**config.mk**
```make
export PLATFORM = sky130hd
export DESIGN_NAME = cpu_ad48_trap_ctrl_flat
export DESIGN_NICKNAME = d
export VERILOG_FILES = /design/src/rtl/cpu_ad48_trap_ctrl_if.sv /design/src/rtl/cpu_ad48_trap_ctrl.sv /design/src/flat_wrapper.sv
export SDC_FILE = /design/constraint.sdc
export NUM_CORES = 1
export LEC_CHECK = 0
export CORE_UTILIZATION = 46
export CTS_CLUSTER_DIAMETER = 40
export DETAILED_ROUTE_END_ITERATION = 8
export GPL_TIMING_DRIVEN = 0
export PLACE_DENSITY = 0.8
export SLEW_MARGIN = 15
export SYNTH_ARGS = -nofsm -noshare
export SYNTH_HDL_FRONTEND = slang
export SYNTH_SLANG_ARGS = --single-unit
```
**constraint.sdc**
```tcl
create_clock -name clk -period 2.75 [get_ports clk]
set_clock_uncertainty 0.15 [all_clocks]
set_input_delay 0.55 -clock clk [delete_from_list [all_inputs] [get_ports clk]]
set_output_delay 0.55 -clock clk [all_outputs]
set_load 0.005 [all_outputs]
```
**src/rtl/cpu_ad48_trap_ctrl_if.sv**
```systemverilog
// Commit-point, CSR-write and fetch-redirect signals shared between the
// cpu_ad48 pipeline and its trap sequencer.
interface cpu_ad48_trap_ctrl_if;
    // Commit point
    logic        commit_valid;
    logic [47:0] commit_pc;
    logic        exc_valid;
    logic [3:0]  exc_cause;
    logic        eret_valid;

    // CSR write port
    logic        csr_we;
    logic [1:0]  csr_addr;
    logic [47:0] csr_wdata;

    // Pipeline control and fetch redirect handshake
    logic        flush;
    logic        redirect_valid;
    logic [47:0] redirect_pc;
    logic        redirect_ack;
    logic        busy;

    // Core side: drives commit/CSR traffic, consumes flush and redirect
    modport master (
        output commit_valid, commit_pc, exc_valid, exc_cause, eret_valid,
        output csr_we, csr_addr, csr_wdata,
        output redirect_ack,
        input  flush, redirect_valid, redirect_pc, busy
    );

    // Trap sequencer side
    modport slave (
        input  commit_valid, commit_pc, exc_valid, exc_cause, eret_valid,
        input  csr_we, csr_addr, csr_wdata,
        input  redirect_ack,
        output flush, redirect_valid, redirect_pc, busy
    );
endinterface

```
**src/rtl/cpu_ad48_trap_ctrl.sv**
```systemverilog
// Trap/interrupt sequencer for the cpu_ad48 core. Arbitrates commit-point
// exceptions, trap returns and masked external interrupts; owns STATUS, EPC,
// CAUSE, IRQ_EN and INSTRET; flushes the pipeline and redirects fetch.
module cpu_ad48_trap_ctrl #(
    parameter int unsigned IRQ_LINES   = 4,
    parameter logic [47:0] TRAP_VECTOR = 48'd32
) (
    input  logic                 clk,
    input  logic                 resetn,
    input  logic [IRQ_LINES-1:0] irq,
    cpu_ad48_trap_ctrl_if.slave  bus,
    output logic [47:0]          csr_status,
    output logic [47:0]          csr_epc,
    output logic [47:0]          csr_cause,
    output logic [47:0]          csr_instret,
    output logic [1:0]           priv_mode
);

    typedef enum logic [1:0] {
        StIdle,
        StFlush,
        StRedir
    } state_e;

    // STATUS field positions
    localparam int unsigned PrvLo  = 0;
    localparam int unsigned PprvLo = 2;
    localparam int unsigned IeBit  = 4;
    localparam int unsigned PieBit = 5;

    localparam logic [5:0] StatusReset = 6'b00_0011;

    state_e               state_q, state_d;
    logic [5:0]           status_q, status_d;
    logic [47:0]          epc_q, epc_d;
    logic [47:0]          cause_q, cause_d;
    logic [47:0]          instret_q, instret_d;
    logic [IRQ_LINES-1:0] irq_en_q, irq_en_d;
    logic [IRQ_LINES-1:0] irq_q;
    logic [47:0]          target_q, target_d;
    logic                 redir_valid_q, redir_valid_d;
    logic [47:0]          redir_pc_q, redir_pc_d;

    logic [IRQ_LINES-1:0] pending;
    logic                 int_req;
    logic [3:0]           irq_idx;
    logic                 take_exc;
    logic                 take_eret;
    logic                 take_int;

    // Interrupt qualification and lowest-index pending line select
    always_comb begin
        pending = irq_q & irq_en_q;
        int_req = status_q[IeBit] & (|pending);
        irq_idx = 4'd0;
        for (int i = int'(IRQ_LINES) - 1; i >= 0; i--) begin
            if (pending[i]) begin
                irq_idx = 4'(i);
            end
        end
    end

    // Sequencer next state, CSR updates and redirect register inputs
    always_comb begin
        state_d       = state_q;
        status_d      = status_q;
        epc_d         = epc_q;
        cause_d       = cause_q;
        instret_d     = instret_q;
        irq_en_d      = irq_en_q;
        target_d      = target_q;
        redir_valid_d = redir_valid_q;
        redir_pc_d    = redir_pc_q;
        take_exc      = 1'b0;
        take_eret     = 1'b0;
        take_int      = 1'b0;

        unique case (state_q)
            StIdle: begin
                take_exc  = bus.commit_valid & bus.exc_valid;
                take_eret = bus.commit_valid & ~bus.exc_valid & bus.eret_valid;
                take_int  = bus.commit_valid & ~bus.exc_valid & ~bus.eret_valid & int_req;

                if (take_exc || take_int) begin
                    // Faulting or interrupted instruction does not retire
                    epc_d   = bus.commit_pc;
                    cause_d = take_exc ? {44'd0, bus.exc_cause} : {1'b1, 43'd0, irq_idx};
                    status_d[PieBit]           = status_q[IeBit];
                    status_d[IeBit]            = 1'b0;
                    status_d[PprvLo+1:PprvLo]  = status_q[PrvLo+1:PrvLo];
                    status_d[PrvLo+1:PrvLo]    = 2'd3;
                    target_d = TRAP_VECTOR;
                    state_d  = StFlush;
                end else if (take_eret) begin
                    status_d[PrvLo+1:PrvLo]   = status_q[PprvLo+1:PprvLo];
                    status_d[IeBit]           = status_q[PieBit];
                    status_d[PprvLo+1:PprvLo] = 2'd0;
                    status_d[PieBit]          = 1'b1;
                    target_d  = epc_q;
                    instret_d = instret_q + 48'd1;
                    state_d   = StFlush;
                end else begin
                    if (bus.commit_valid) begin
                        instret_d = instret_q + 48'd1;
                    end
                    // CSR writes only land when no trap/eret claims this cycle
                    if (bus.csr_we) begin
                        case (bus.csr_addr)
                            2'd0:    status_d = bus.csr_wdata[5:0];
                            2'd1:    epc_d    = bus.csr_wdata;
                            2'd2:    cause_d  = bus.csr_wdata;
                            default: irq_en_d = bus.csr_wdata[IRQ_LINES-1:0];
                        endcase
                    end
                end
            end

            StFlush: begin
                redir_valid_d = 1'b1;
                redir_pc_d    = target_q;
                state_d       = StRedir;
            end

            StRedir: begin
                if (bus.redirect_ack) begin
                    redir_valid_d = 1'b0;
                    state_d       = StIdle;
                end
            end

            default: begin
                state_d = StIdle;
            end
        endcase
    end

    // State and architectural register update
    always_ff @(posedge clk or negedge resetn) begin
        if (!resetn) begin
            state_q       <= StIdle;
            status_q      <= StatusReset;
            epc_q         <= 48'd0;
            cause_q       <= 48'd0;
            instret_q     <= 48'd0;
            irq_en_q      <= '0;
            irq_q         <= '0;
            target_q      <= 48'd0;
            redir_valid_q <= 1'b0;
            redir_pc_q    <= 48'd0;
        end else begin
            state_q       <= state_d;
            status_q      <= status_d;
            epc_q         <= epc_d;
            cause_q       <= cause_d;
            instret_q     <= instret_d;
            irq_en_q      <= irq_en_d;
            irq_q         <= irq;
            target_q      <= target_d;
            redir_valid_q <= redir_valid_d;
            redir_pc_q    <= redir_pc_d;
        end
    end

    // Output mapping
    always_comb begin
        bus.flush          = (state_q == StFlush);
        bus.busy           = (state_q != StIdle);
        bus.redirect_valid = redir_valid_q;
        bus.redirect_pc    = redir_pc_q;
        csr_status         = {42'd0, status_q};
        csr_epc            = epc_q;
        csr_cause          = cause_q;
        csr_instret        = instret_q;
        priv_mode          = status_q[PrvLo+1:PrvLo];
    end

endmodule

```
**src/flat_wrapper.sv**
```systemverilog
// flat-port wrapper written by rule: the top's interface ports become plain ports
module cpu_ad48_trap_ctrl_flat 
#(
    parameter int unsigned IRQ_LINES   = 4,
    parameter logic [47:0] TRAP_VECTOR = 48'd32
)
  (clk, resetn, irq, csr_status, csr_epc, csr_cause, csr_instret, priv_mode, bus_commit_valid, bus_commit_pc, bus_exc_valid, bus_exc_cause, bus_eret_valid, bus_csr_we, bus_csr_addr, bus_csr_wdata, bus_redirect_ack, bus_flush, bus_redirect_valid, bus_redirect_pc, bus_busy);
  cpu_ad48_trap_ctrl_if bus_i ();
  input  logic clk;
  input  logic resetn;
  input  logic [IRQ_LINES-1:0] irq;
  output logic [47:0] csr_status;
  output logic [47:0] csr_epc;
  output logic [47:0] csr_cause;
  output logic [47:0] csr_instret;
  output logic [1:0] priv_mode;
  input wire logic [$bits(bus_i.commit_valid)-1:0] bus_commit_valid;
  input wire logic [$bits(bus_i.commit_pc)-1:0] bus_commit_pc;
  input wire logic [$bits(bus_i.exc_valid)-1:0] bus_exc_valid;
  input wire logic [$bits(bus_i.exc_cause)-1:0] bus_exc_cause;
  input wire logic [$bits(bus_i.eret_valid)-1:0] bus_eret_valid;
  input wire logic [$bits(bus_i.csr_we)-1:0] bus_csr_we;
  input wire logic [$bits(bus_i.csr_addr)-1:0] bus_csr_addr;
  input wire logic [$bits(bus_i.csr_wdata)-1:0] bus_csr_wdata;
  input wire logic [$bits(bus_i.redirect_ack)-1:0] bus_redirect_ack;
  output wire logic [$bits(bus_i.flush)-1:0] bus_flush;
  output wire logic [$bits(bus_i.redirect_valid)-1:0] bus_redirect_valid;
  output wire logic [$bits(bus_i.redirect_pc)-1:0] bus_redirect_pc;
  output wire logic [$bits(bus_i.busy)-1:0] bus_busy;
  assign bus_i.commit_valid = bus_commit_valid;
  assign bus_i.commit_pc = bus_commit_pc;
  assign bus_i.exc_valid = bus_exc_valid;
  assign bus_i.exc_cause = bus_exc_cause;
  assign bus_i.eret_valid = bus_eret_valid;
  assign bus_i.csr_we = bus_csr_we;
  assign bus_i.csr_addr = bus_csr_addr;
  assign bus_i.csr_wdata = bus_csr_wdata;
  assign bus_i.redirect_ack = bus_redirect_ack;
  assign bus_flush = bus_i.flush;
  assign bus_redirect_valid = bus_i.redirect_valid;
  assign bus_redirect_pc = bus_i.redirect_pc;
  assign bus_busy = bus_i.busy;
  cpu_ad48_trap_ctrl #(.IRQ_LINES(IRQ_LINES), .TRAP_VECTOR(TRAP_VECTOR)) u_core (.clk(clk), .resetn(resetn), .irq(irq), .bus(bus_i), .csr_status(csr_status), .csr_epc(csr_epc), .csr_cause(csr_cause), .csr_instret(csr_instret), .priv_mode(priv_mode));
endmodule
```
-- After elaboration in Yosys (flattened, before gate mapping)
Cells that the tools add are included.
W data, S select, Z words.
- register bits after elaboration: 257
- input port bits: 113
- ROM bits: 0
- latch bits: 0
- bits in writable memories: 0
- memories kept: 0
- output and inout port bits: 245
- logic and storage cells: 79
- bitwise gates (word level): 12
- div/mod/pow operators: 0
- $mul: 0
- shift operators: 0
- multiplexer cells: 27
- add/sub/neg operators: 1
- magnitude comparators: 0
- equal/unequal tests: 7
- reductions and logical operators: 22
- operators by type and width (cell ; number):
    $mux W48 ; 13
    $add A48 B1 Y48 const B ; 1
    $mux W6 ; 4
    $reduce_bool A2 Y1 ; 7
    $mux W4 ; 3
    $mux W2 ; 4
    $reduce_and A4 Y1 ; 2
    $and A1 B1 Y1 ; 6
    $pmux W2 S3 ; 1
    $reduce_and A2 Y1 ; 3
    $reduce_and A3 Y1 ; 2
    $reduce_bool A3 Y1 ; 2
    $not A1 Y1 ; 5
    $reduce_and A5 Y1 ; 1
    $and A4 B4 Y4 ; 1
    $eq A2 B1 Y1 const B ; 2
    $eq A2 B2 Y1 const B ; 2
    $logic_not A2 Y1 ; 2
    $ne A2 B2 Y1 const B ; 2
    $reduce_or A4 Y1 ; 1
    $ne A3 B1 Y1 const B ; 1
    $reduce_or A3 Y1 ; 1
    $pmux W1 S2 ; 1
    $logic_or A1 B1 Y1 ; 1
    $mux W1 ; 1

-- Depth between registers and ports, before layout
- depth after elaboration: 7
- gate-level depth with buffers: 8
- gate-level depth less buffers: 6

-- Least setup slack after synthesis
OpenSTA, ideal clock, no wires.
- kind: input to register
- from: input bus_eret_valid
- to: register u_core.irq_en_q[0]
- setup slack: 0.581 ns
- arrival: 1.894 ns
- data required time: 2.475 ns
- cell stages on the path: 6
- path through: and4bb_1 -> o21ai_2 -> nand2_2 -> or4_1 -> buf_2 -> mux2_4
- longest elaborated chain between the ends: 6
- elaborated cells between the ends (all ways): 8
- ends and longest elaborated chain (item ; RTL line ; RTL):
    start: declaration ; flat_wrapper.sv:21 ; input wire logic [$bits(bus_i.eret_valid)-1:0] bus_eret_valid;
    $not A1 Y1 ; cpu_ad48_trap_ctrl.sv:82 ; take_int = bus.commit_valid & ~bus.exc_valid & ~bus.eret_valid & int_req;
    $and A1 B1 Y1 (2 in a row) ; cpu_ad48_trap_ctrl.sv:82 ;
    $logic_or A1 B1 Y1 ; cpu_ad48_trap_ctrl.sv:84 ; if (take_exc || take_int) begin
    $not A1 Y1 (no source line) ; - ;
    $reduce_and A5 Y1 (no source line) (*) ; - ;
    end signal: assignment ; cpu_ad48_trap_ctrl.sv:156 ; irq_en_q <= irq_en_d;
    end: declaration ; cpu_ad48_trap_ctrl.sv:38 ; logic [IRQ_LINES-1:0] irq_en_q, irq_en_d;
Every way passes the cells marked *; elsewhere a longest branch is shown, timed or not.
A chain may end at the register's enable or synchronous reset.

-- Worst setup path after layout
- from: register u_core.state_q[0]
- to: output bus_busy
- longest elaborated chain between the ends: 1
- ends and longest elaborated chain (item ; RTL line ; RTL):
    start: declaration ; cpu_ad48_trap_ctrl.sv:33 ; state_e state_q, state_d;
    start signal: assignment ; cpu_ad48_trap_ctrl.sv:140 ; state_q <= StIdle;
    start signal: assignment ; cpu_ad48_trap_ctrl.sv:151 ; state_q <= state_d;
    $reduce_bool A2 Y1 ; cpu_ad48_trap_ctrl.sv:167 ; bus.busy = (state_q != StIdle);
    end: declaration ; flat_wrapper.sv:29 ; output wire logic [$bits(bus_i.busy)-1:0] bus_busy;
Every way passes these cells.

==> results.cfg <==
[grt]
track_usage = 0.285
overflow = 0
grt_pass1_vias = 9032
gr-usage-met2 = 0.477
grt_max_degree = 89
grt.busiest_layer = met2
grt_pass1_wl_mm = 52.0
antenna_found_initial = 4
use_met3 = 0.0930
met1_usage = 0.338

[status]
outcome = complete, no violations

[clock_network]
cts_num_sinks = 257
clk_pin_slew_worst_paths_ps = 50
cts_buffers = 37
clkLatencyLatePin_ps = 510
cts-htree-levels = 2
cts-root-buf = clkbuf_16
cts_tree = yes
cts_max_path_buffers = 3

[routing]
wl_mm = 33.8
drt-initial-drc-count = 557
ant_nets = 0
firstDrtPassIters = 5
num_vias = 8985
wl_per_cell_um = 19.8
vias_per_cell = 5.25
drc_errors = 0

[setup_path]
crit_family = buffers and inverters
crit_type = flip-flop to output pin
r2r-end = u_core.csr_cause[26]$_DFFE_PN0P_
rrSetupSlack_ps = 210
critical_path_buf_inv_count = 3
crit_path_max_fanout = 7
worstReg2RegStart = u_core.irq_en_q[0]$_DFFE_PN0P_
cp.arrival_ps = 2010
cp.required_ps = 2050
cpPeakStageDelay_ps = 530
worstPathCellList = buf_4 > nor2_2 > inv_2 > clkdlybuf4s50_1
crit_cells = 4
r2r_cells = 8
crit_path_end_kind = output pin
cpMaxStageDelayCell = clkdlybuf4s50_1
critPathLaunchType = flip-flop

[floorplanning]
die_width_um = 155
die_h_um = 155
pin_count = 358
start_util = 0.471
coreArea_um2 = 22800
die_area_um2 = 23900
rows = 55

[sta]
setup-violations-final = 0
rsz0062_at_grt = no
layout_min_cycle_time_ps = 2710
min_period_over_period = 0.985
drv_slew = 0
relSlewSlack = 0.498
finalHoldViolCount = 0
holdWs_ps = 325
worstMarginPinSlew_ps = 753
fmax_ghz = 0.369

[final_layout]
final_nets = 1484
drive_gt1_frac = 0.147
regArea_um2 = 6430
final_common_cell = clkdlybuf4s50_1
nFillCells = 1645
syn_to_final_growth_pct = 47.2
multi_input_comb_area_um2 = 3830
layout_common_cells = 314 x clkdlybuf4s50_1, 254 x dfrtp_1, 169 x nand2_1
postLayoutCellArea_um2 = 15800

[placed_design]
post_dp_cell_area_um2 = 14500
gp_congestion = 0.904
dp_hpwl_mm = 24.5
port_buffers = 315

[worst_hold_path]
holdCritStartpoint = u_core.csr_instret[47]$_DFFE_PN0P_
holdPathEnd = u_core.csr_instret[47]$_DFFE_PN0P_
whs_path_depth = 1
hp-class = flip-flop to flip-flop

[logic_synthesis]
syn_inst = 971
ys_seq_area_frac = 0.600
async_flop_share = 1.00
ys.flop_type = dfrtp_1
yosysWarnings = 0
synth_seq_cells = 257
synth_cell_types = 51
synthesis.area_um2 = 10700
syn_avg_cell_area_um2 = 11.1
synth_edf_count = 0

[flow_run]
cap_violations = 0

[pwr]
total_power_w = 0.0163
power_density_nw_per_um2 = 1030
vdd_drop_max_uv = 448
leakage_nw = 7.18
## synth_stat cells, types with 2 or more instances
cell	instances	area (um2)
nand3_1	19	95.1
mux2_4	4	60.1
dfrtp_1	255	6380
dfstp_2	2	52.6
a31oi_1	51	319
clkbuf_1	31	116
xnor2_1	21	184
nand2_1	169	634
nor3b_1	2	15.0
xor2_1	26	228
a22o_1	49	429
buf_1	5	18.8
nor4_1	13	81.3
or2_2	2	12.5
and4_1	5	43.8
a32oi_1	3	26.3
o21ai_0	49	245
buf_4	45	338
inv_1	16	60.1
nand4_1	13	81.3
nand4_2	2	25.0
nand3b_1	2	15.0
nor2_1	72	270
buf_2	20	100
a41oi_1	2	17.5
mux2_2	50	563
a21oi_1	5	25.0
nor3_1	15	75.1
## worst max path at each step
stage / startpoint / end / slack [ps]
finish: u_core.state_q[0]$_DFFE_PN0P_ / bus_busy / 40
global route: bus_commit_valid / u_core.csr_cause[13]$_DFFE_PN0P_ / 1
CTS: u_core.state_q[0]$_DFFE_PN0P_ / bus_busy / 8
detailed placement: bus_commit_valid / u_core.csr_cause[13]$_DFFE_PN0P_ / -630
global placement: resetn / u_core.csr_cause[10]$_DFFE_PN0P_ / -9780
floorplan: bus_eret_valid / u_core.irq_en_q[0]$_DFFE_PN0P_ / 580
## sequential cells by signal (all words and copies together), names as in the netlist
signal,cells
u_core.irq_q,4
u_core.bus.redirect_valid,1
u_core.status_q,6
u_core.bus.redirect_pc,48
u_core.csr_cause,48
u_core.irq_en_q,4
u_core.csr_instret,48
u_core.target_q,48
u_core.csr_epc,48
u_core.state_q,2
## cells by family (layout without fill, tap and decap cells)
family / Yosys count / in the layout / synth area share
AND/OR/NAND/NOR: 324 / 324 / 0.135
flip-flops: 257 / 257 / 0.600
AO/OA/AOI/OAI: 168 / 168 / 0.107
buffers and inverters: 118 / 502 / 0.0594
multiplexers: 55 / 55 / 0.0590
XOR/XNOR: 47 / 47 / 0.0384
adder cells (fa/ha/maj): 1 / 1 / 0.00117
other: 1 / 43 / 0.000349
## layer usage
| layer | share of wire | vias up |
|---|---|---|
| met5 | 0.00080 | - |
| met4 | 0.036 | 4 |
| met3 | 0.096 | 71 |
| met2 | 0.48 | 420 |
| met1 | 0.38 | 4400 |
| li1 | - | 4090 |
## through the flow
step	std cells	setup slack (ps)	util	TNS, ps
6_report	1710	41.6	0.693	0
2_1_floorplan	1012	581	-	0
3_3_place_gp	1640	-9780	0.633	-2554850
3_5_place_dp	1642	-634	0.636	-61830
5_1_grt	1709	1.09	0.693	0
4_1_cts	1708	8.00	0.692	0
## report_power, final
part | leakage (nW) | internal [W] | total (W) | switching [W]
clock | 0.610 | 0.00304 | 0.00473 | 0.00169
combinational | 3.37 | 0.00314 | 0.00528 | 0.00213
sequential | 3.21 | 0.00525 | 0.00629 | 0.00104
## area by class of cell
class	instances	area share
sequential	257	0.408
clock inverter	18	0.0132
multi-input combinational	637	0.242
antenna	1	0.000158
tap	313	0.0248
clock buffer	47	0.0656
timing repair buffer	320	0.205
inverter	17	0.00404
buffer	100	0.0372
## worst reg2reg max path, cell delays in order, from the launching register on
cell and delay [ps]:
dfrtp_1 390, a22o_1 240, o21ai_2 310, buf_4 270, and2_1 140, buf_2 260
buf_2 300, nand2_1 170, o21ai_0 220
## timing repair
item,4_1_cts,5_1_grt
pin swaps,0,0
endpoints found under the hold margin,86,0
setup buffers,0,2
hold buffers,1,0
setup endpoints to repair,56,105
resized for setup,9,7
Note: power is estimated with default switching activity, not from simulation.
